==> src/rtl/clk_pkg.sv <==
// Shared clocking-supervisor types, default timing constants and width helper.
package clk_pkg;

  typedef enum logic [2:0] {
    RST_PULSE = 3'd0,
    WAIT_LOCK = 3'd1,
    STABLE    = 3'd2,
    RUN       = 3'd3,
    FAIL      = 3'd4
  } wd_state_e;

  localparam int unsigned RST_CYC_DEF      = 16;
  localparam int unsigned LOCK_TIMEOUT_DEF = 100000;
  localparam int unsigned STABLE_CYC_DEF   = 1024;
  localparam int unsigned MAX_RETRY_DEF    = 4;
  localparam int unsigned CNT_W_DEF        = 8;

  // Counter width able to hold (largest period - 1); never narrower than one bit.
  function automatic int unsigned cnt_w_f(input int unsigned a,
                                          input int unsigned b,
                                          input int unsigned c);
    int unsigned m;
    m = a;
    if (b > m) m = b;
    if (c > m) m = c;
    if (m < 2) return 1;
    return unsigned'($clog2(m));
  endfunction

endpackage

==> src/rtl/sync_2ff.sv <==
// Generic two-flop single-bit synchroniser with a configurable reset value.
module sync_2ff #(
  parameter logic RST_VAL = 1'b0
) (
  input  logic clk,
  input  logic rst_n,
  input  logic d,
  output logic q
);

  logic meta;

  always_ff @(posedge clk) begin
    if (!rst_n) begin
      meta <= RST_VAL;
      q    <= RST_VAL;
    end else begin
      meta <= d;
      q    <= meta;
    end
  end

endmodule

==> src/rtl/mmcm_lock_watchdog.sv <==
// Drives the clocking wizard reset from the board clock, supervises its locked
// output and reissues reset on lock timeout or lock loss.
module mmcm_lock_watchdog
  import clk_pkg::*;
#(
  parameter int unsigned RST_CYC      = RST_CYC_DEF,
  parameter int unsigned LOCK_TIMEOUT = LOCK_TIMEOUT_DEF,
  parameter int unsigned STABLE_CYC   = STABLE_CYC_DEF,
  parameter int unsigned MAX_RETRY    = MAX_RETRY_DEF,
  parameter int unsigned CNT_W        = CNT_W_DEF
) (
  input  logic             clki,
  input  logic             rsti,
  input  logic             locked,
  input  logic             force_req,
  output logic             mmcm_rst,
  output logic             lock_ok,
  output logic [CNT_W-1:0] relock_cnt,
  output logic             fail,
  output logic [2:0]       state_o
);

  localparam int unsigned TW = cnt_w_f(RST_CYC, LOCK_TIMEOUT, STABLE_CYC);
  localparam int unsigned RW = (MAX_RETRY == 0) ? 1 : $clog2(MAX_RETRY + 1);

  localparam logic [TW-1:0] RST_LAST  = TW'(RST_CYC - 1);
  localparam logic [TW-1:0] TMO_LAST  = TW'(LOCK_TIMEOUT - 1);
  localparam logic [TW-1:0] STB_LAST  = TW'(STABLE_CYC - 1);
  localparam logic [RW-1:0] RETRY_LIM = RW'(MAX_RETRY);
  localparam bit            RETRY_BOUNDED = (MAX_RETRY != 0);

  wd_state_e        state;
  logic [TW-1:0]    cnt;
  logic [RW-1:0]    retry_cnt;
  logic [RW-1:0]    retry_nxt;
  logic [CNT_W-1:0] relock_nxt;
  logic             lk_s;

  sync_2ff #(.RST_VAL(1'b0)) u_lock_sync (
    .clk   (clki),
    .rst_n (rsti),
    .d     (locked),
    .q     (lk_s)
  );

  // Both counts saturate rather than wrap.
  assign retry_nxt  = (&retry_cnt)  ? retry_cnt  : retry_cnt + RW'(1);
  assign relock_nxt = (&relock_cnt) ? relock_cnt : relock_cnt + CNT_W'(1);
  assign state_o    = state;

  always_ff @(posedge clki) begin
    if (!rsti) begin
      state      <= RST_PULSE;
      cnt        <= '0;
      retry_cnt  <= '0;
      relock_cnt <= '0;
      mmcm_rst   <= 1'b1;
      lock_ok    <= 1'b0;
      fail       <= 1'b0;
    end else begin
      unique case (state)
        RST_PULSE: begin
          if (cnt == RST_LAST) begin
            state    <= WAIT_LOCK;
            cnt      <= '0;
            mmcm_rst <= 1'b0;
          end else begin
            cnt <= cnt + TW'(1);
          end
        end

        WAIT_LOCK: begin
          if (force_req) begin
            state      <= RST_PULSE;
            cnt        <= '0;
            mmcm_rst   <= 1'b1;
            relock_cnt <= relock_nxt;
          end else if (lk_s) begin
            state <= STABLE;
            cnt   <= '0;
          end else if (cnt == TMO_LAST) begin
            cnt       <= '0;
            retry_cnt <= retry_nxt;
            if (RETRY_BOUNDED && (retry_nxt == RETRY_LIM)) begin
              state <= FAIL;
              fail  <= 1'b1;
            end else begin
              state      <= RST_PULSE;
              mmcm_rst   <= 1'b1;
              relock_cnt <= relock_nxt;
            end
          end else begin
            cnt <= cnt + TW'(1);
          end
        end

        STABLE: begin
          if (force_req) begin
            state      <= RST_PULSE;
            cnt        <= '0;
            mmcm_rst   <= 1'b1;
            relock_cnt <= relock_nxt;
          end else if (!lk_s) begin
            state <= WAIT_LOCK;
            cnt   <= '0;
          end else if (cnt == STB_LAST) begin
            state     <= RUN;
            cnt       <= '0;
            retry_cnt <= '0;
            lock_ok   <= 1'b1;
          end else begin
            cnt <= cnt + TW'(1);
          end
        end

        RUN: begin
          if (force_req || !lk_s) begin
            state      <= RST_PULSE;
            cnt        <= '0;
            mmcm_rst   <= 1'b1;
            lock_ok    <= 1'b0;
            relock_cnt <= relock_nxt;
          end
        end

        FAIL: begin
          if (force_req) begin
            state      <= RST_PULSE;
            cnt        <= '0;
            retry_cnt  <= '0;
            mmcm_rst   <= 1'b1;
            fail       <= 1'b0;
            relock_cnt <= relock_nxt;
          end
        end

        // Illegal encodings recover through a fresh reset pulse.
        default: begin
          state    <= RST_PULSE;
          cnt      <= '0;
          mmcm_rst <= 1'b1;
          lock_ok  <= 1'b0;
          fail     <= 1'b0;
        end
      endcase
    end
  end

endmodule

==> config.mk <==
export PLATFORM = sky130hd
export DESIGN_NAME = mmcm_lock_watchdog
export DESIGN_NICKNAME = d
export VERILOG_FILES = /design/src/rtl/clk_pkg.sv /design/src/rtl/sync_2ff.sv /design/src/rtl/mmcm_lock_watchdog.sv
export SDC_FILE = /design/constraint.sdc
export NUM_CORES = 1
export LEC_CHECK = 0
export ABC_AREA = 1
export CORE_MARGIN = 5
export CORE_UTILIZATION = 45
export CTS_CLUSTER_SIZE = 16
export DETAILED_ROUTE_END_ITERATION = 6
export DONT_BUFFER_PORTS = 1
export HOLD_SLACK_MARGIN = 0.1
export PLACE_DENSITY = 0.6
export SYNTH_ARGS = -nofsm -noshare
export SYNTH_HDL_FRONTEND = slang
export SYNTH_SLANG_ARGS = --single-unit
==> constraint.sdc <==
create_clock -name clki -period 1.6 [get_ports clki]
set_clock_uncertainty 0.05 [all_clocks]
set_input_delay 0.24 -clock clki [delete_from_list [all_inputs] [get_ports clki]]
set_output_delay 0.24 -clock clki [all_outputs]
set_load 0.005 [all_outputs]
==> results of run 1 <==
==> worst max path at each step <==
| stage | start | end | slack [ns] | cells after the start |
|---|---|---|---|---|
| 2_1_floorplan | cnt[0]$_SDFFE_PN0P_ | cnt[0]$_SDFFE_PN0P_ | 0.0004 | 11 |
| 3_3_place_gp | cnt[1]$_SDFFE_PN0P_ | cnt[7]$_SDFFE_PN0P_ | -0.09 | 10 |
| 3_5_place_dp | cnt[1]$_SDFFE_PN0P_ | cnt[7]$_SDFFE_PN0P_ | -0.15 | 10 |
| 4_1_cts | cnt[1]$_SDFFE_PN0P_ | relock_cnt[6]$_SDFFE_PN0P_ | -0.01 | 11 |
| 5_1_grt | state_o[0]$_SDFFE_PN0P_ | retry_cnt[1]$_SDFFE_PN0P_ | -0.15 | 10 |
| 6_report | cnt[1]$_SDFFE_PN0P_ | cnt[0]$_SDFFE_PN0P_ | -0.06 | 10 |
==> final cells by class <==
type / count / share of cell area [%]
inverters: 45 / 5.09
flip-flops and latches: 36 / 22.1
multi-input cells: 276 / 54.0
repair buffers: 54 / 12.9
clock buffers: 5 / 2.06
well taps: 70 / 2.62
clock inverters: 3 / 1.27
==> placed cells by master (no fill, tap or decap), drive strengths merged, types with 5 or more instances in the layout <==
cell      n
buf      51
nand2   100
nand3    36
o21ai    21
dfxtp    36
a21oi    25
xor2      7
clkbuf    5
nand4    10
inv      44
nor3      5
nor2     59
==> timing repair <==
action                                  4_1_cts  5_1_grt
pin swaps                                    20       24
hold buffers                                  3        0
gates resized for setup                      32       76
endpoints found under the setup margin       34       34
endpoints found under the hold margin        15        0
buffers inserted                              2        4
cloned                                        3        1
==> power breakdown <==
part,internal (mW),switching (mW),total [mW]
logic,0.707,1.13,1.84
registers,1.02,0.103,1.12
clock network,0.461,0.368,0.829
==> stage by stage <==
step | hold slack (ns) | cells | power (mW)
floorplan | 0.288 | 361 | 2.09
global placement | 0.286 | 468 | 2.43
detailed placement | 0.289 | 468 | 2.43
CTS | 0.104 | 484 | 3.49
global route | 0.138 | 489 | 4.03
finish | 0.113 | 489 | 3.79
==> layer usage <==
layer,global-route usage (%),vias to the layer above,wire length (µm)
met2,32.2,43,3440
met5,0,-,0
met3,4.23,9,261
met1,28.3,1189,3160
li1,-,1277,-
met4,5.98,0,96
==> worst min-delay path, stage by stage <==
cell	delay (ns)
sky130_fd_sc_hd__nor4_1	0.03
sky130_fd_sc_hd__nor2_1	0.10
sky130_fd_sc_hd__nor2_1	0.05
==> flip-flops by register name, summed over array words and instances, names as in the netlist <==
signal,count
retry_cnt,3
lock_ok,1
state_o,3
u_lock_sync.q,1
fail,1
cnt,17
u_lock_sync.meta,1
mmcm_rst,1
relock_cnt,8
==> synthesized netlist by cell type, drive strengths merged <==
master / instances
xor2: 7
nor4: 1
o21ai: 21
nand3: 33
xnor2: 3
buf: 4
clkinv: 1
nand2: 100
nor2: 58
or2: 1
a21oi: 25
o21bai: 3
ha: 3
dfxtp: 36
and3: 1
nor3: 5
nand4: 10
o21a: 1
clkbuf: 4
inv: 44
==> kinds of logic after synthesis <==
kind of cell	after synthesis	synth area share [%]
compound gates	50	11.5
xor+xnor	10	3.71
fa+ha+maj	3	1.59
buf+inv	53	9.22
flops	36	30.5
simple gates	209	43.5
==> flow_results.xml, run 1 <==
<?xml version="1.0" encoding="UTF-8"?>
<metrics>
  <group name="outcome">
    <metric name="run_status" unit="">complete, but fails checks</metric>
    <metric name="violated_checks" unit="">setup timing</metric>
  </group>
  <group name="die">
    <metric name="rows" unit="">26</metric>
    <metric name="num_io_pins" unit="">18</metric>
    <metric name="initial_utilization" unit="%">46.3</metric>
    <metric name="die_height" unit="µm">82.5</metric>
    <metric name="coreArea" unit="µm²">5110</metric>
    <metric name="dieWidth" unit="µm">82.5</metric>
    <metric name="design.die.area" unit="µm²">6800</metric>
  </group>
  <group name="yosys">
    <metric name="postSynthNetCount" unit="">368</metric>
    <metric name="postSynthRegisterBits" unit="">36</metric>
    <metric name="synth_top_area_cell" unit="">sky130_fd_sc_hd__dfxtp_1</metric>
    <metric name="netlist_area" unit="µm²">2360</metric>
    <metric name="yosys_warns" unit="">0</metric>
    <metric name="synth.distinct_cells" unit="">33</metric>
    <metric name="ys_seq_area_share" unit="%">30.5</metric>
    <metric name="synth.area.top_cells" unit="">sky130_fd_sc_hd__dfxtp_1, sky130_fd_sc_hd__nand2_1, sky130_fd_sc_hd__nor2_1, sky130_fd_sc_hd__inv_1, sky130_fd_sc_hd__nand3_1</metric>
    <metric name="yosys.area.top_type_share" unit="%">30.5</metric>
    <metric name="synth_cells" unit="">361</metric>
    <metric name="syn_avg_cell_area" unit="µm²">6.54</metric>
  </group>
  <group name="critical_path">
    <metric name="worstReg2RegStart" unit="">cnt[1]$_SDFFE_PN0P_</metric>
    <metric name="critical_path.reg2reg.endpoint" unit="">cnt[0]$_SDFFE_PN0P_</metric>
    <metric name="cp.buffers_inverters" unit="">1</metric>
    <metric name="timing.reg2reg.worst_path_depth" unit="">10</metric>
    <metric name="worstSetupEndpointType" unit="">register</metric>
    <metric name="timing.critical_path.slowest_cell_delay" unit="ns">0.35</metric>
    <metric name="critical-path-slowest-cell" unit="">sky130_fd_sc_hd__dfxtp_2</metric>
    <metric name="worst_ep_arrival_time" unit="ns">1.80</metric>
    <metric name="worst-r2r-setup-slack" unit="ns">-0.06</metric>
    <metric name="critical_path_required" unit="ns">1.74</metric>
    <metric name="cp_top_family" unit="">simple AND/OR/NAND/NOR gates</metric>
    <metric name="timing.critical_path.from_type" unit="">register</metric>
    <metric name="worst-path-max-fanout" unit="">8</metric>
    <metric name="critical_path.cell_chain" unit="">ha_4 &gt; nand2_4 &gt; nor2_4 &gt; nand2_2 &gt; nor2_4 &gt; nand3_2 &gt; nand2_4 &gt; nand3_4 &gt; o21bai_2 &gt; inv_1</metric>
    <metric name="worst-setup-path-type" unit="">reg2reg</metric>
  </group>
  <group name="timing">
    <metric name="fmax" unit="MHz">602</metric>
    <metric name="final_report_hold_violation_count" unit="">0</metric>
    <metric name="finalWorstPathRequiredPeriod" unit="ns">1.66</metric>
    <metric name="timing.final.crit_share" unit="%">104</metric>
    <metric name="unrepaired_setup_endpoints_after_global_routing" unit="">yes</metric>
    <metric name="slew_headroom" unit="%">55.1</metric>
    <metric name="finalWorstSetupSlack" unit="ns">-0.0600</metric>
    <metric name="worstMarginPinSlew" unit="ns">0.671</metric>
    <metric name="maxSlewViolCount" unit="">0</metric>
    <metric name="setup_tns" unit="ns">-0.764</metric>
    <metric name="setup_viol_count_final" unit="">22</metric>
  </group>
  <group name="placement">
    <metric name="place_congestion" unit="">0.824</metric>
    <metric name="pre_cts_ws" unit="ns">-0.145</metric>
    <metric name="detailedPlacementHpwl" unit="mm">4.34</metric>
    <metric name="portBuffers" unit="">0</metric>
    <metric name="dpl_cell_area" unit="µm²">2740</metric>
  </group>
  <group name="power">
    <metric name="leakagePower" unit="nW">1.43</metric>
    <metric name="power_density" unit="nW/µm²">1130</metric>
    <metric name="worst_ir_drop_vdd" unit="µV">708</metric>
  </group>
  <group name="clock_tree">
    <metric name="htreeDepth" unit="">2</metric>
    <metric name="latest_clock_arrival_within_the_worst_skew_pair" unit="ns">0.30</metric>
    <metric name="clkSinkCount" unit="">36</metric>
    <metric name="clkSlewWorstSetupHoldPaths" unit="ns">0.08</metric>
    <metric name="cts_buffers" unit="">5</metric>
    <metric name="root_buf_cell" unit="">sky130_fd_sc_hd__clkbuf_8</metric>
    <metric name="cts_tree" unit="">built</metric>
    <metric name="cts_buffer_depth" unit="">2</metric>
  </group>
  <group name="routing">
    <metric name="drt-total-wl" unit="mm">6.95</metric>
    <metric name="detailedRoute.firstPassIterationCount" unit="">4</metric>
    <metric name="detailedRoute.firstIterationViolations" unit="">162</metric>
    <metric name="vias" unit="">2518</metric>
    <metric name="route.detailed.vias_per_inst" unit="">5.15</metric>
    <metric name="detail-route-antenna-nets" unit="">0</metric>
    <metric name="routed_wire_length_per_instance" unit="µm">14.2</metric>
    <metric name="drcViolationCount" unit="">0</metric>
  </group>
  <group name="flow_run">
    <metric name="cap_viol_max_count" unit="">0</metric>
  </group>
  <group name="layout">
    <metric name="ff_latch_area" unit="µm²">738</metric>
    <metric name="antennaDiodeCount" unit="">0</metric>
    <metric name="drive_gt1_share" unit="%">43.4</metric>
    <metric name="multi_input_comb_area" unit="µm²">1810</metric>
    <metric name="layout-area-overhead-vs-synth" unit="%">41.6</metric>
    <metric name="final_area" unit="µm²">3350</metric>
    <metric name="layout.filler_cells" unit="">482</metric>
    <metric name="final_util" unit="%">65.5</metric>
    <metric name="nets" unit="">425</metric>
  </group>
  <group name="min_path">
    <metric name="class_of_the_tightest_hold_or_removal_check" unit="">in2reg</metric>
    <metric name="min_delay_path_depth" unit="">3</metric>
    <metric name="min-delay-start" unit="">force_req</metric>
    <metric name="holdPathEnd" unit="">state_o[2]$_SDFFE_PN0P_</metric>
  </group>
  <group name="grt">
    <metric name="number_of_antenna_violations_at_the_first_check_in_global_routing" unit="">0</metric>
    <metric name="grt.total_usage" unit="%">20.6</metric>
    <metric name="final_global_route_overflow_total" unit="">0</metric>
    <metric name="grt_first_pass_wirelength" unit="mm">10.6</metric>
    <metric name="vias_in_the_first_global_route" unit="">2218</metric>
    <metric name="maximum_number_of_pins_on_one_net_before_global_route_repair" unit="">21</metric>
  </group>
</metrics>
No activity file was read; power rests on OpenSTA's default activity.
==> inputs of run 2 (changes only) <==
- CORE_UTILIZATION: 45 -> 41
- PLACE_DENSITY: 0.6 -> 0.55
==> run 2 against run 1 <==
The run still ends with setup timing left. Combinational power down 3%. Non-clock buffer count grew 7. Clock power is 16% lower. Power is 4.8% lower. Critical path depth is the same. Largest power group unchanged.
==> flow_results.xml, run 2 (same netlist as run 1, synthesis figures left out) <==
<?xml version="1.0" encoding="UTF-8"?>
<metrics>
  <group name="clock_tree">
    <metric name="clkSlewWorstSetupHoldPaths" unit="ns">0.09</metric>
    <metric name="cts_buffer_depth" unit="">2</metric>
    <metric name="cts_buffers" unit="">5</metric>
    <metric name="htreeDepth" unit="">2</metric>
    <metric name="clkSinkCount" unit="">36</metric>
    <metric name="latest_clock_arrival_within_the_worst_skew_pair" unit="ns">0.30</metric>
    <metric name="root_buf_cell" unit="">sky130_fd_sc_hd__clkbuf_8</metric>
    <metric name="cts_tree" unit="">built</metric>
  </group>
  <group name="placement">
    <metric name="portBuffers" unit="">0</metric>
    <metric name="detailedPlacementHpwl" unit="mm">4.54</metric>
    <metric name="dp.cells" unit="">478</metric>
    <metric name="place_congestion" unit="">0.857</metric>
  </group>
  <group name="critical_path">
    <metric name="setup.worst_path.start" unit="">cnt[0]$_SDFFE_PN0P_</metric>
    <metric name="worst-setup-path-type" unit="">reg2reg</metric>
    <metric name="timing.critical_path.from_type" unit="">register</metric>
    <metric name="timing.critical_path.slowest_cell_delay" unit="ns">0.36</metric>
    <metric name="cp.buffers_inverters" unit="">1</metric>
    <metric name="critical_path.cell_chain" unit="">ha_4 &gt; nand2_4 &gt; nor2_4 &gt; nand2_2 &gt; nor2_4 &gt; nand3_2 &gt; nand2_4 &gt; nand3_4 &gt; o21bai_4 &gt; inv_1</metric>
    <metric name="critical-path-slowest-cell" unit="">sky130_fd_sc_hd__dfxtp_2</metric>
    <metric name="worst_ep_arrival_time" unit="ns">1.84</metric>
    <metric name="critical_path_required" unit="ns">1.74</metric>
    <metric name="worstReg2RegStart" unit="">cnt[0]$_SDFFE_PN0P_</metric>
    <metric name="worst-path-max-fanout" unit="">8</metric>
    <metric name="worstSetupEndpointType" unit="">register</metric>
    <metric name="cp_top_family" unit="">simple AND/OR/NAND/NOR gates</metric>
  </group>
  <group name="die">
    <metric name="design.die.area" unit="µm²">7380</metric>
    <metric name="num_io_pins" unit="">18</metric>
    <metric name="rows" unit="">27</metric>
    <metric name="coreArea" unit="µm²">5540</metric>
    <metric name="die_height" unit="µm">85.9</metric>
    <metric name="dieWidth" unit="µm">85.9</metric>
    <metric name="initial_utilization" unit="%">42.6</metric>
  </group>
  <group name="timing">
    <metric name="final_report_hold_violation_count" unit="">0</metric>
    <metric name="unrepaired_setup_endpoints_after_global_routing" unit="">yes</metric>
    <metric name="setup_viol_count_final" unit="">29</metric>
    <metric name="setup_tns" unit="ns">-0.906</metric>
    <metric name="maxSlewViolCount" unit="">0</metric>
    <metric name="finalWorstSetupSlack" unit="ns">-0.0964</metric>
    <metric name="slew_headroom" unit="%">62.6</metric>
    <metric name="worstMarginPinSlew" unit="ns">0.559</metric>
    <metric name="timing.final.crit_share" unit="%">106</metric>
    <metric name="fmax" unit="MHz">589</metric>
    <metric name="finalWorstPathRequiredPeriod" unit="ns">1.70</metric>
  </group>
  <group name="layout">
    <metric name="drive_gt1_share" unit="%">38.6</metric>
    <metric name="top_regs" unit="">cnt: 17 flops, relock_cnt: 8 flops</metric>
    <metric name="largest-register" unit="">cnt</metric>
    <metric name="most_common_cell_after_layout_fill_and_taps_aside" unit="">sky130_fd_sc_hd__nand2_1</metric>
    <metric name="final_util" unit="%">58.9</metric>
    <metric name="nets" unit="">431</metric>
    <metric name="layout-area-overhead-vs-synth" unit="%">38.1</metric>
    <metric name="layout.cells.most_common_list" unit="">sky130_fd_sc_hd__nand2_1, sky130_fd_sc_hd__buf_4, sky130_fd_sc_hd__nor2_1, sky130_fd_sc_hd__inv_1, sky130_fd_sc_hd__dfxtp_1</metric>
    <metric name="antennaDiodeCount" unit="">0</metric>
    <metric name="ff_latch_area" unit="µm²">729</metric>
    <metric name="largest_reg_flops" unit="">17</metric>
    <metric name="fin_cells" unit="">497</metric>
    <metric name="layout.filler_cells" unit="">543</metric>
    <metric name="multi_input_comb_area" unit="µm²">1710</metric>
  </group>
  <group name="routing">
    <metric name="route.detailed.vias_per_inst" unit="">5.04</metric>
    <metric name="detail-route-antenna-nets" unit="">0</metric>
    <metric name="routed_wire_length_per_instance" unit="µm">13.7</metric>
    <metric name="detailedRoute.firstIterationViolations" unit="">142</metric>
    <metric name="drcViolationCount" unit="">0</metric>
    <metric name="vias" unit="">2504</metric>
    <metric name="drt-total-wl" unit="mm">6.80</metric>
    <metric name="detailedRoute.firstPassIterationCount" unit="">4</metric>
  </group>
  <group name="grt">
    <metric name="use_met3" unit="%">4.13</metric>
    <metric name="grtUsageMet2" unit="%">31.3</metric>
    <metric name="grt_first_pass_wirelength" unit="mm">11.2</metric>
    <metric name="grt_most_used_layer" unit="">met2</metric>
    <metric name="vias_in_the_first_global_route" unit="">2391</metric>
    <metric name="maximum_number_of_pins_on_one_net_before_global_route_repair" unit="">21</metric>
    <metric name="grt.total_usage" unit="%">18.5</metric>
    <metric name="met1_usage_grt" unit="%">24.1</metric>
    <metric name="number_of_antenna_violations_at_the_first_check_in_global_routing" unit="">0</metric>
    <metric name="final_global_route_overflow_total" unit="">0</metric>
  </group>
  <group name="power">
    <metric name="comb_power_share" unit="%">49.4</metric>
    <metric name="power_switching" unit="mW">1.56</metric>
    <metric name="total_power" unit="mW">3.61</metric>
    <metric name="worst_ir_drop_vdd" unit="µV">725</metric>
    <metric name="intPower" unit="mW">2.05</metric>
    <metric name="power_frac_seq" unit="%">31.3</metric>
    <metric name="clock_power_share" unit="%">19.3</metric>
    <metric name="power_density" unit="nW/µm²">1110</metric>
    <metric name="power_switching_share" unit="%">43.1</metric>
    <metric name="leakagePower" unit="nW">1.43</metric>
  </group>
  <group name="min_path">
    <metric name="min-delay-start" unit="">rsti</metric>
    <metric name="class_of_the_tightest_hold_or_removal_check" unit="">in2reg</metric>
  </group>
  <group name="outcome">
    <metric name="run_status" unit="">complete, but fails checks</metric>
    <metric name="violated_checks" unit="">setup timing</metric>
  </group>
  <group name="flow_run">
    <metric name="cap_viol_max_count" unit="">0</metric>
  </group>
</metrics>
-- run 2: metrics by stage --
step | area, µm² | hold slack (ns) | setup WS [ns]
CTS | 3090 | -0.0302 | -0.0238
finish | 3260 | 0.0847 | -0.0964
floorplan | 2370 | 0.288 | 0.000377
global route | 3260 | 0.111 | -0.193
global placement | 2810 | 0.283 | -0.116
detailed placement | 2810 | 0.283 | -0.168
-- run 2: cell type report --
| cell class | count | share of cell area [%] |
|---|---|---|
| clock inverter | 3 | 0.729 |
| inverter | 45 | 5.21 |
| tap | 72 | 2.76 |
| clock buffer | 5 | 2.11 |
| multi-input combinational | 275 | 52.3 |
| sequential | 36 | 22.4 |
| timing repair buffer | 61 | 14.6 |
-- run 2: path summary, 6_finish.rpt --
path | to | slack [ns] | cells after the start
min reg2reg | lock_ok$_SDFFE_PN0P_ | 0.43 | 2
max reg2reg | cnt[0]$_SDFFE_PN0P_ | -0.1 | 10
max | cnt[0]$_SDFFE_PN0P_ | -0.1 | 10
min | cnt[4]$_SDFFE_PN0P_ | 0.08 | 3
-- run 2: routing by layer --
metal / up-vias / share of wire (%) / routed length, µm
li1: 1295 / - / -
met1: 1136 / 47 / 3170
met2: 63 / 47 / 3200
met3: 10 / 5.2 / 356
met4: 0 / 1.1 / 76
met5: - / 0 / 0
-- run 2: what timing repair did --
item / in CTS / in global routing
hold buffers: 3 / 1
endpoints found under the hold margin: 16 / 11
setup buffers: 2 / 3
cloned: 3 / 0
pin swaps: 17 / 26
endpoints found under the setup margin: 34 / 34
resized for setup: 29 / 45
-- run 2: power by group through the flow --
| stage | Sequential, mW | Clock [mW] | Combinational, mW |
|---|---|---|---|
| 3_3_place_gp | 1.12 | 0 | 1.39 |
| 3_5_place_dp | 1.12 | 0 | 1.38 |
| 6_report | 1.13 | 0.696 | 1.78 |
| 4_1_cts | 1.12 | 0.720 | 1.56 |
| 5_1_grt | 1.14 | 0.759 | 1.97 |
| 2_1_floorplan | 1.12 | 0 | 0.969 |
-- run 2: tightest hold or removal path, delay by kind of cell --
kind                   cells  cell delay, ns
AOI/OAI and AO/OA          1            0.08
and+or+nand+nor            1            0.05
buffers and inverters      1            0.03
==> inputs of run 3 (changes only) <==
- ABC_AREA: 1 -> default
- CTS_CLUSTER_SIZE: 16 -> 20
- clock period: 1.6 -> 1.5 ns (I/O delays scaled with it)
==> run 3 against run 2 <==
The run still ends with setup timing left. Combinational power shrank 31%. Critical path depth shrank 4. Clock-buffer cell count grew 1. Clock power grew 7.2%. Area after synthesis shrank 5.0%. Sequential share of layout area shrank 1.2 points. Die area shrank 4.4%. Power shrank 15%. Critical endpoint is now state_o[2]$_SDFFE_PN0P_.
==> flow_results.xml, run 3 <==
<?xml version="1.0" encoding="UTF-8"?>
<metrics>
  <group name="outcome">
    <metric name="run_status" unit="">complete, but fails checks</metric>
    <metric name="violated_checks" unit="">setup timing</metric>
  </group>
  <group name="routing">
    <metric name="routed_wire_length_per_instance" unit="µm">15.9</metric>
    <metric name="detailedRoute.firstIterationViolations" unit="">141</metric>
    <metric name="drcViolationCount" unit="">0</metric>
    <metric name="detailedRoute.firstPassIterationCount" unit="">4</metric>
    <metric name="detail-route-antenna-nets" unit="">0</metric>
    <metric name="vias" unit="">2476</metric>
    <metric name="route.detailed.vias_per_inst" unit="">5.63</metric>
    <metric name="drt-total-wl" unit="mm">6.99</metric>
  </group>
  <group name="critical_path">
    <metric name="critical_path.reg2reg.endpoint" unit="">state_o[2]$_SDFFE_PN0P_</metric>
    <metric name="worstReg2RegStart" unit="">cnt[11]$_SDFFE_PN0P_</metric>
    <metric name="worst_ep_arrival_time" unit="ns">2.29</metric>
    <metric name="critical_path.cell_chain" unit="">nor4_2 &gt; buf_4 &gt; nand4b_1 &gt; o41a_4 &gt; or3_4 &gt; o41ai_2</metric>
    <metric name="timing.critical_path.from_type" unit="">register</metric>
    <metric name="critical-path-slowest-cell" unit="">sky130_fd_sc_hd__o41a_4</metric>
    <metric name="timing.critical_path.slowest_cell_delay" unit="ns">0.43</metric>
    <metric name="worst-r2r-setup-slack" unit="ns">-0.64</metric>
    <metric name="worstSetupEndpointType" unit="">register</metric>
    <metric name="timing.reg2reg.worst_path_depth" unit="">6</metric>
    <metric name="worst-setup-path-type" unit="">reg2reg</metric>
    <metric name="critical_path_required" unit="ns">1.65</metric>
    <metric name="worst-path-max-fanout" unit="">7</metric>
  </group>
  <group name="yosys">
    <metric name="yosys-top-cells-count" unit="">sky130_fd_sc_hd__dfxtp_1, sky130_fd_sc_hd__nand2_1, sky130_fd_sc_hd__nor2_1, sky130_fd_sc_hd__clkbuf_1, sky130_fd_sc_hd__a21oi_1</metric>
    <metric name="netlist_area" unit="µm²">2240</metric>
    <metric name="synth_enable_flop_cells" unit="">0</metric>
    <metric name="synth_top_area_cell" unit="">sky130_fd_sc_hd__dfxtp_1</metric>
    <metric name="postSynthRegisterBits" unit="">36</metric>
    <metric name="synthArstFlopShare" unit="%">0</metric>
    <metric name="yosys.area.top_type_share" unit="%">32.1</metric>
    <metric name="synth_cells" unit="">279</metric>
    <metric name="synth.area.top_cells" unit="">sky130_fd_sc_hd__dfxtp_1, sky130_fd_sc_hd__nand2_1, sky130_fd_sc_hd__nor2_1, sky130_fd_sc_hd__a21oi_1, sky130_fd_sc_hd__clkbuf_1</metric>
    <metric name="synth.distinct_cells" unit="">57</metric>
    <metric name="yosys_warns" unit="">0</metric>
    <metric name="post-synth-top-count-cell" unit="">sky130_fd_sc_hd__dfxtp_1</metric>
    <metric name="ys_seq_area_share" unit="%">32.1</metric>
    <metric name="synth_top_flop_cell" unit="">sky130_fd_sc_hd__dfxtp_1</metric>
    <metric name="syn_avg_cell_area" unit="µm²">8.05</metric>
    <metric name="postSynthNetCount" unit="">286</metric>
  </group>
  <group name="die">
    <metric name="rows" unit="">27</metric>
    <metric name="design.die.area" unit="µm²">7050</metric>
    <metric name="dieWidth" unit="µm">84.0</metric>
    <metric name="coreArea" unit="µm²">5410</metric>
    <metric name="initial_utilization" unit="%">41.5</metric>
    <metric name="die_height" unit="µm">84.0</metric>
    <metric name="num_io_pins" unit="">18</metric>
  </group>
  <group name="power">
    <metric name="power_density" unit="nW/µm²">890</metric>
    <metric name="comb_power_share" unit="%">39.6</metric>
    <metric name="leakagePower" unit="nW">1.27</metric>
    <metric name="clock_power_share" unit="%">24.2</metric>
    <metric name="worst_ir_drop_vdd" unit="µV">536</metric>
    <metric name="total_power" unit="mW">3.08</metric>
    <metric name="power_frac_seq" unit="%">36.2</metric>
    <metric name="power_switching_share" unit="%">35.1</metric>
    <metric name="intPower" unit="mW">2.00</metric>
    <metric name="power_switching" unit="mW">1.08</metric>
  </group>
  <group name="placement">
    <metric name="portBuffers" unit="">0</metric>
    <metric name="place_congestion" unit="">0.846</metric>
    <metric name="detailedPlacementHpwl" unit="mm">4.68</metric>
    <metric name="dpl_cell_area" unit="µm²">2980</metric>
  </group>
  <group name="timing">
    <metric name="maxSlewViolCount" unit="">0</metric>
    <metric name="setup_tns" unit="ns">-16.54</metric>
    <metric name="finalWorstSetupSlack" unit="ns">-0.636</metric>
    <metric name="fmax" unit="MHz">468</metric>
    <metric name="worstMarginPinSlew" unit="ns">1.04</metric>
    <metric name="setup_viol_count_final" unit="">33</metric>
    <metric name="timing.final.crit_share" unit="%">142</metric>
    <metric name="finalWorstPathRequiredPeriod" unit="ns">2.14</metric>
    <metric name="final_report_hold_violation_count" unit="">0</metric>
    <metric name="slew_headroom" unit="%">30.8</metric>
    <metric name="unrepaired_setup_endpoints_after_global_routing" unit="">yes</metric>
  </group>
  <group name="min_path">
    <metric name="min-delay-start" unit="">rsti</metric>
    <metric name="min_delay_path_depth" unit="">2</metric>
    <metric name="class_of_the_tightest_hold_or_removal_check" unit="">in2reg</metric>
    <metric name="holdPathEnd" unit="">lock_ok$_SDFFE_PN0P_</metric>
  </group>
  <group name="layout">
    <metric name="largest_reg_flops" unit="">17</metric>
    <metric name="drive_gt1_share" unit="%">43.5</metric>
    <metric name="final_area" unit="µm²">3460</metric>
    <metric name="most_common_cell_after_layout_fill_and_taps_aside" unit="">sky130_fd_sc_hd__buf_4</metric>
    <metric name="top_regs" unit="">cnt: 17 flops, relock_cnt: 8 flops</metric>
    <metric name="layout.cells.most_common_list" unit="">sky130_fd_sc_hd__buf_4, sky130_fd_sc_hd__nand2_1, sky130_fd_sc_hd__dfxtp_1, sky130_fd_sc_hd__nor2_1</metric>
    <metric name="largest-register" unit="">cnt</metric>
    <metric name="antennaDiodeCount" unit="">0</metric>
    <metric name="nets" unit="">374</metric>
    <metric name="layout-area-overhead-vs-synth" unit="%">54.2</metric>
  </group>
  <group name="clock_tree">
    <metric name="root_buf_cell" unit="">sky130_fd_sc_hd__clkbuf_8</metric>
    <metric name="cts_buffers" unit="">5</metric>
    <metric name="clkSinkCount" unit="">36</metric>
    <metric name="clkSlewWorstSetupHoldPaths" unit="ns">0.08</metric>
    <metric name="cts_tree" unit="">built</metric>
    <metric name="latest_clock_arrival_within_the_worst_skew_pair" unit="ns">0.29</metric>
    <metric name="htreeDepth" unit="">2</metric>
    <metric name="cts_buffer_depth" unit="">2</metric>
  </group>
  <group name="grt">
    <metric name="number_of_antenna_violations_at_the_first_check_in_global_routing" unit="">0</metric>
    <metric name="maximum_number_of_pins_on_one_net_before_global_route_repair" unit="">23</metric>
    <metric name="vias_in_the_first_global_route" unit="">2403</metric>
    <metric name="final_global_route_overflow_total" unit="">0</metric>
    <metric name="grt.total_usage" unit="%">20.5</metric>
    <metric name="grt_first_pass_wirelength" unit="mm">12.0</metric>
  </group>
  <group name="flow_run">
    <metric name="cap_viol_max_count" unit="">0</metric>
  </group>
</metrics>
## run 3: cell count changes after synthesis, moves of 7 or more
| cell | change |
|---|---|
| sky130_fd_sc_hd__inv_1 | -29 |
| sky130_fd_sc_hd__nor2_2 | -7 |
| sky130_fd_sc_hd__nand2_2 | -11 |
| sky130_fd_sc_hd__a21oi_1 | -12 |
| sky130_fd_sc_hd__o211ai_1 | +8 |
| sky130_fd_sc_hd__clkbuf_1 | +13 |
| sky130_fd_sc_hd__nand2_1 | -54 |
| sky130_fd_sc_hd__nor2_1 | -28 |
| sky130_fd_sc_hd__nand3_1 | -16 |
| sky130_fd_sc_hd__o21ai_0 | -8 |
| sky130_fd_sc_hd__inv_2 | -7 |
## run 3: how the worst max path moves through the flow
stage               depth (start not counted)                         end                 start
floorplan                                   5     state_o[2]$_SDFFE_PN0P_  cnt[14]$_SDFFE_PN0P_
finish                                      6     state_o[2]$_SDFFE_PN0P_  cnt[11]$_SDFFE_PN0P_
global route                                6     state_o[2]$_SDFFE_PN0P_  cnt[11]$_SDFFE_PN0P_
detailed placement                          6  relock_cnt[6]$_SDFFE_PN0P_   cnt[1]$_SDFFE_PN0P_
global placement                            6  relock_cnt[6]$_SDFFE_PN0P_   cnt[1]$_SDFFE_PN0P_
CTS                                         5     state_o[2]$_SDFFE_PN0P_   cnt[5]$_SDFFE_PN0P_
## run 3: timing repair
action	4_1_cts	5_1_grt
hold buffers	3	0
pin swaps	9	12
buffers inserted	7	5
setup endpoints to repair	34	36
gates cloned	1	0
hold endpoints to repair	18	0
resized for setup	22	24
## run 3: kinds of logic (layout without fill, tap and decap cells)
group | count (synthesis) | count (layout) | share of synthesized area (%)
and+or+nand+nor | 124 | 124 | 30.9
muxes | 4 | 4 | 1.78
AOI/OAI and AO/OA | 77 | 78 | 26.1
DFF | 36 | 36 | 32.1
xor gates and xnor gates | 6 | 6 | 2.34
adders and majority gates | 3 | 3 | 1.67
buffers and inverters | 29 | 117 | 5.02
## run 3: critical path: cells and delay by family, from the launching register on
family	cells	cell delay, ns
AO/OA/AOI/OAI	2	0.73
buffers and inverters	1	0.15
flip-flops	1	0.34
AND/OR/NAND/NOR	3	0.78
## run 3: power by group through the flow
stage	logic, mW	clock network (mW)	registers (mW)
3_3_place_gp	0.967	0	1.12
3_5_place_dp	0.978	0	1.12
6_report	1.22	0.746	1.12
5_1_grt	1.32	0.812	1.13
2_1_floorplan	0.592	0	1.11
4_1_cts	1.12	0.761	1.11
## run 3: area by class of cell
cell class,instances,area [µm²]
Fill cell,475,1940
Multi-Input combinational cell,215,1720
Timing Repair Buffer,101,792
Sequential cell,36,733
Tap cell,72,90.1
Clock buffer,6,82.6
Inverter,8,30.0
Clock inverter,2,10.0
## run 3: through the flow
step	hold WS, ns	utilization (%)	setup WS (ns)	cells
after CTS	0.114	61.4	-0.669	435
final	0.122	64.0	-0.636	440
after detailed placement	0.287	55.1	-0.876	416
after floorplan	0.302	-	-0.583	279
after global routing	0.122	64.0	-0.714	440
after global placement	0.284	55.1	-0.871	416
## run 3: metal layers
layer | vias to the layer above | global-route usage [%] | wire length [µm]
li1 | 1241 | - | -
met1 | 1196 | 26.6 | 3430
met2 | 28 | 35.2 | 3280
met3 | 11 | 3.75 | 189
met4 | 0 | 4.53 | 97
met5 | - | 0 | 0
==> patch 1, RTL diff (config.mk and constraints of run 2) <==
`RST_VAL` is set to 1'b0 in 2 places; all go to 1'b1.
--- a/src/rtl/sync_2ff.sv
+++ b/src/rtl/sync_2ff.sv
@@ -1,6 +1,6 @@
 // Generic two-flop single-bit synchroniser with a configurable reset value.
 module sync_2ff #(
-  parameter logic RST_VAL = 1'b0
+  parameter logic RST_VAL = 1'b1
 ) (
   input  logic clk,
   input  logic rst_n,
--- a/src/rtl/mmcm_lock_watchdog.sv
+++ b/src/rtl/mmcm_lock_watchdog.sv
@@ -36,7 +36,7 @@
   logic [CNT_W-1:0] relock_nxt;
   logic             lk_s;
 
-  sync_2ff #(.RST_VAL(1'b0)) u_lock_sync (
+  sync_2ff #(.RST_VAL(1'b1)) u_lock_sync (
     .clk   (clki),
     .rst_n (rsti),
     .d     (locked),
Check against the original RTL: same outputs for any inputs over 10 cycles, from zero or initial values and one cycle with rsti low; that may be too few to reach the edited logic, so the function may still have changed.
==> patch 1 against run 2 <==
  * The flow finishes with violations (negative hold slack, negative setup slack)
  * Area after synthesis fell by 4.2%
  * Sequential cell count unchanged
  * Sequential share of layout area up 0.52 points
  * Routed wire length down 6.0%
  * Worst setup slack better by 0.087 ns
  * Via count down 1.5%
  * Final area is 0.27% lower
  * Critical path depth grew 1
  * Combinational power up 48%
  * Total power increased by 29%
  * Final cell count grew 0.20%
==> patch 1: results (changes against run 2) <==
| Metric | Value |
|---|---|
| Run status | `complete, but fails checks` |
| Violations in the final reports | `negative hold slack, negative setup slack` |
| First-pass iteration count of the detailed router | `4 (unchanged)` |
| Worst path arrival time | `1.71 ns (-0.13 ns)` |
| Endpoint of the lowest-slack register-to-register path | `state_o[1]$_SDFFE_PN0P_` |
| Max clock buf depth | `2 (unchanged)` |
| Final count of hold timing violations | `1 (+1)` |
| Hold-critical path endpoint | `mmcm_rst$_SDFFE_PN1P_` |
| Worst r2r path cells | `11 (+1)` |
| Routed via count | `2,466 (-1.5%)` |
| Total track usage | `18.06% (-0.48 points)` |
| Cell depth of the worst hold path | `1 (-2)` |
| Total Wirelength | `6389 um (-6.0%)` |
| Post-layout net count | `432 (+0.23%)` |
| Total number of yosys warnings | `0 (unchanged)` |
| Cell Count Post-Placement | `483 (+1.0%)` |
| Slowest cell on the critical path | `dfxtp_2` |
| Largest net degree at the start of global routing | `17 (-19%)` |
| Clk Latency, worst-skew pair | `0.29 ns` |
| Predominant post-synthesis flop cell | `dfxtp_1` |
| Max VDD drop | `0.7661 mV (+5.7%)` |
| Detailed placement HPWL | `4604 um (+1.4%)` |
| Number of antenna cells inserted | `0 (unchanged)` |
| Number of standard cells after synthesis | `359 (-0.55%)` |
| Routed length per instance | `12.83 um (-6.2%)` |
| Hold Slack | `-0.01692 ns (-0.1016 ns)` |
| Setup crit end | `state_o[1]$_SDFFE_PN0P_` |
| Layout cell share with drive strength beyond 1 | `42.02% (+3.4 points)` |
| Synth cell count leaders | `88 x nand2_1, 57 x nor2_1, 36 x dfxtp_1, 36 x inv_1, 29 x nand3_1` |
| Cell types occupying the most area after synthesis | `dfxtp_1 32%, nand2_1 15%, nor2_1 9.5%, nand3_1 6.4%, inv_1 6.0%` |
| Antenna violations before repair | `0 (unchanged)` |
| Number of buffers added on ports | `0 (unchanged)` |
| Worst hold-check path type | `input port to register` |
| Filler Cells Inserted | `512 (-5.7%)` |
| Drt drc | `0 (unchanged)` |
| Crit path max fanout | `4 (-4)` |
| Quantity of hold-fixing buffers added after cts | `3 (unchanged)` |
| Final setup violating endpoints | `3 (-90%)` |
| Clock transition at path regs | `0.08 ns` |
| Fraction of the yosys area taken by sequential cells | `31.84% (+1.3 points)` |
| Via count of the first global-routing pass | `2,291 (-4.2%)` |
| FFs w/ async S/R, synth | `0% (unchanged)` |
| Final estimated routing congestion in global placement | `0.8807 (+2.8%)` |
| First-pass GRT wire length | `10,650 um (-4.7%)` |
| Launch instance of the worst min-delay path | `rsti` |
| Worst slew margin relative to its limit | `62.16% (-0.43 points)` |
| Worst Setup Slack, final | `-0.009556 ns (+0.08682 ns)` |
| DRC marker count from the first detailed-route iteration | `116 (-18%)` |
| Static leakage | `1.447 nW (+1.5%)` |
| Synthesized netlist net count | `366 (-0.54%)` |
| Number of different library cells in the post-synthesis netlist | `28 (-15%)` |
patch 1: changes by cell type in the layout (fill, tap and decap cells not counted), sizes merged, moves of 2 or more:
cell | run 2 | this run
a21oi | 25 | 23
buf | 57 | 66
dlygate4sd3 | 4 | 2
inv | 44 | 41
nand2 | 100 | 97
nand3 | 35 | 32
nand4 | 10 | 13
nor2 | 59 | 62
o21ai | 21 | 19
or2 | 1 | 4
xor2 | 7 | 5
patch 1: kinds of logic (layout without fill, tap and decap cells):
family,count (synthesis),in the layout,share of synthesized area (%)
compound gates,48,48,12.11
fa+ha+maj,3,3,1.659
buf+inv,50,117,9.342
xor+xnor,8,8,3.096
simple gates,214,214,41.96
flops,36,36,31.84
patch 1: what timing repair did:
item	in CTS	in global routing
endpoints found under the hold margin	15	13
resized for setup	35	61
buffers inserted	3	2
pin swaps	12	18
setup endpoints to repair	31	34
patch 1: final cells by class:
type | instances | share of cell area (%)
repair buffers | 68 | 16.69
well taps | 72 | 2.768
multi-input cells | 273 | 49.52
flip-flops and latches | 36 | 22.88
clock buffers | 5 | 2.115
inverters | 41 | 4.729
clock inverters | 3 | 1.307
patch 1: metal layers:
layer | global-route usage [%] | vias to the layer above | routed length, um
met5 | 0 | - | 0
met4 | 4.094 | 0 | 61
met3 | 4.416 | 9 | 308
met2 | 27.69 | 42 | 2868
met1 | 25.55 | 1123 | 3151
li1 | - | 1292 | -
patch 1: worst reg2reg max path, cell delays in order (launching register included):
cell     delay, ns
dfxtp_2       0.35
ha_4          0.14
nand2_4       0.06
nor2_4        0.11
buf_4         0.13
nand4_1       0.13
nor2_2        0.13
nor2_2        0.06
nor2_4        0.12
nand3_1       0.08
nand2_1       0.07
nor2_1        0.04
patch 1: stage by stage:
step / power (mW) / cell area [um^2] / worst slack [ns] / TNS (ns) / hold slack (ns)
after floorplan: 2.525 / 2291 / 0.003443 / 0 / 0.2966
after global placement: 3.277 / 2794 / -0.1234 / -1.294 / 0.2822
after detailed placement: 3.287 / 2794 / -0.1348 / -1.596 / 0.2827
after CTS: 4.337 / 3052 / -0.05075 / -0.3569 / -0.02452
after global routing: 5.022 / 3254 / -0.1107 / -2.008 / -0.01720
final: 4.655 / 3254 / -0.009556 / -0.01555 / -0.01692
patch 1: report_power, final:
group	internal (mW)	switching, mW
Sequential	1.06	0.140
Combinational	1.16	1.48
Clock	0.461	0.352
Total	2.68	1.97
==> patch 2, RTL diff (config.mk and constraints of run 2) <==
Made on the original files. Register the inputs `locked` and `force_req` before use, cleared by the reset. The logic sees them one clock later.
--- a/src/rtl/mmcm_lock_watchdog.sv
+++ b/src/rtl/mmcm_lock_watchdog.sv
@@ -29,6 +29,19 @@
   localparam logic [RW-1:0] RETRY_LIM = RW'(MAX_RETRY);
   localparam bit            RETRY_BOUNDED = (MAX_RETRY != 0);
 
+  logic locked_q;
+  logic force_req_q;
+
+  always_ff @(posedge clki) begin
+    if (!rsti) begin
+      locked_q    <= '0;
+      force_req_q <= '0;
+    end else begin
+      locked_q    <= locked;
+      force_req_q <= force_req;
+    end
+  end
+
   wd_state_e        state;
   logic [TW-1:0]    cnt;
   logic [RW-1:0]    retry_cnt;
@@ -39,7 +52,7 @@
   sync_2ff #(.RST_VAL(1'b0)) u_lock_sync (
     .clk   (clki),
     .rst_n (rsti),
-    .d     (locked),
+    .d     (locked_q),
     .q     (lk_s)
   );
 
@@ -70,7 +83,7 @@
         end
 
         WAIT_LOCK: begin
-          if (force_req) begin
+          if (force_req_q) begin
             state      <= RST_PULSE;
             cnt        <= '0;
             mmcm_rst   <= 1'b1;
@@ -95,7 +108,7 @@
         end
 
         STABLE: begin
-          if (force_req) begin
+          if (force_req_q) begin
             state      <= RST_PULSE;
             cnt        <= '0;
             mmcm_rst   <= 1'b1;
@@ -114,7 +127,7 @@
         end
 
         RUN: begin
-          if (force_req || !lk_s) begin
+          if (force_req_q || !lk_s) begin
             state      <= RST_PULSE;
             cnt        <= '0;
             mmcm_rst   <= 1'b1;
@@ -124,7 +137,7 @@
         end
 
         FAIL: begin
-          if (force_req) begin
+          if (force_req_q) begin
             state      <= RST_PULSE;
             cnt        <= '0;
             retry_cnt  <= '0;
Check against the original RTL: no difference found for any inputs over 10 cycles, from zero or initial values and one cycle with rsti low; that may be too few to reach the edited logic, so the function may still have changed.
==> patch 2 against run 2 <==
  * The flow still finishes with violations (negative setup slack)
  * Final area is 10% higher
  * First-iteration DRC count is 45% lower
  * Fmax is 0.70% lower
  * Area after synthesis is 5.8% lower
  * Via count hardly changed
  * Worst setup slack worse by 0.012 ns
  * Routed wire length is 2.1% lower
  * Sequential cell count is 2 higher
Power is not compared: it rests on default switching activity, and its combinational part moved more than twofold at a synthesized area within 25%.
==> patch 2: results (changes against run 2) <==
| Metric | Value |
|---|---|
| Vias/cell | `4.845 (-3.8%)` |
| Via count of the first global-routing pass | `2,428 (+1.5%)` |
| DRC marker count from the first detailed-route iteration | `78 (-45%)` |
| Final Non-Filler Cells | `517 (+4.0%)` |
| Launch instance of the worst min-delay path | `rsti` |
| Worst r2r path cells | `10 (unchanged)` |
| Cell types occupying the most area after synthesis | `dfxtp_1 34%, nand2_1 13%, nor2_1 11%, inv_1 5.7%, a21oi_1 4.7%` |
| Area of placed instances | `2933 um^2 (+4.5%)` |
| Worst slew margin relative to its limit | `52.54% (-10 points)` |
| Post-layout net count | `453 (+5.1%)` |
| FFs w/ async S/R, synth | `0% (unchanged)` |
| Final estimated routing congestion in global placement | `0.8827 (+3.1%)` |
| Largest net degree at the start of global routing | `18 (-14%)` |
| Final setup violating endpoints | `31 (+6.9%)` |
| Synthesized netlist net count | `346 (-6.0%)` |
| Cell Count Post-Placement | `487 (+1.9%)` |
| First-pass GRT wire length | `10,720 um (-4.1%)` |
| Run status | `complete, but fails checks` |
| Detailed placement HPWL | `4562 um (+0.48%)` |
| Routed length per instance | `12.88 um (-5.8%)` |
| Worst Setup Slack, final | `-0.1083 ns (-0.01194 ns)` |
| Cell depth of the worst hold path | `2 (-1)` |
| Synthesized area per cell | `6.566 um^2 (+0.34%)` |
| Type of origin of the critical path | `register` |
| Synth cell count leaders | `78 x nand2_1, 66 x nor2_1, 38 x dfxtp_1` |
| Total track usage | `18.15% (-0.39 points)` |
| Fraction of the yosys area taken by sequential cells | `34.18% (+3.7 points)` |
| Layout cell share with drive strength beyond 1 | `43.62% (+5.0 points)` |
| H-tree levels | `2 (unchanged)` |
| Crit path max fanout | `4 (-4)` |
| Final-layout setup total negative slack | `-1.413 ns (-0.5071 ns)` |
| Violations in the final reports | `negative setup slack` |
| Worst slack, placed | `-0.2022 ns (-0.03443 ns)` |
| Worst reg2reg path startpoint | `cnt[1]$_SDFFE_PN0P_` |
| Setup crit end | `cnt[11]$_SDFFE_PN0P_` |
| Max clock buf depth | `2 (unchanged)` |
| Slowest cell on the critical path | `dfxtp_2` |
| Hold Slack | `0.2858 ns (+0.2012 ns)` |
| Max VDD drop | `0.5328 mV` |
| Number of different library cells in the post-synthesis netlist | `31 (-6.1%)` |
| Number of antenna cells inserted | `0 (unchanged)` |
| Hold-critical path endpoint | `relock_cnt[2]$_SDFFE_PN0P_` |
patch 2: changes by cell type in the layout (fill, tap and decap cells not counted), moves of 8 or more:
cell            run 2  this run
nor2_1             40        55
buf_4              55        85
nand2_1            74        66
a21oi_1            20        10
nand2_2            21        12
patch 2: layout make-up:
class,instances,area (um^2)
inverter,40,151.4
tap,70,87.58
timing repair buffer,103,849.6
clock buffer,5,68.82
fill,434,1600
multi-input combinational,258,1627
clock inverter,3,45.04
sequential,38,775.7
patch 2: cells by family (layout without fill, tap and decap cells):
| kind of cell | Yosys count | in the layout | synth area share, % |
|---|---|---|---|
| and+or+nand+nor | 210 | 211 | 44.07 |
| buffers and inverters | 44 | 151 | 7.532 |
| DFF | 38 | 38 | 34.18 |
| AOI/OAI and AO/OA | 33 | 33 | 8.208 |
| xor gates and xnor gates | 11 | 11 | 4.329 |
| adders and majority gates | 3 | 3 | 1.687 |
patch 2: what timing repair did:
item                                    4_1_cts  5_1_grt
gates cloned                                  0        1
endpoints found under the setup margin       34       34
endpoints found under the hold margin        23       12
hold buffers                                  6        1
resized for setup                            33       59
pin swaps                                    17       15
buffers inserted                              8        6
patch 2: power groups by stage:
stage / logic, mW / clock network (mW) / registers, mW
CTS: 0.475 / 0.864 / 1.02
floorplan: 0.239 / 0 / 1.05
detailed placement: 0.414 / 0 / 1.04
finish: 0.569 / 0.851 / 1.02
global route: 0.624 / 0.902 / 1.03
global placement: 0.410 / 0 / 1.04
patch 2: layer usage:
layer  part of all wire, %  track usage, %
met1                    44           22.76
met2                    51           31.60
met3                   3.7           3.554
met4                  0.86           4.825
met5                     0               0
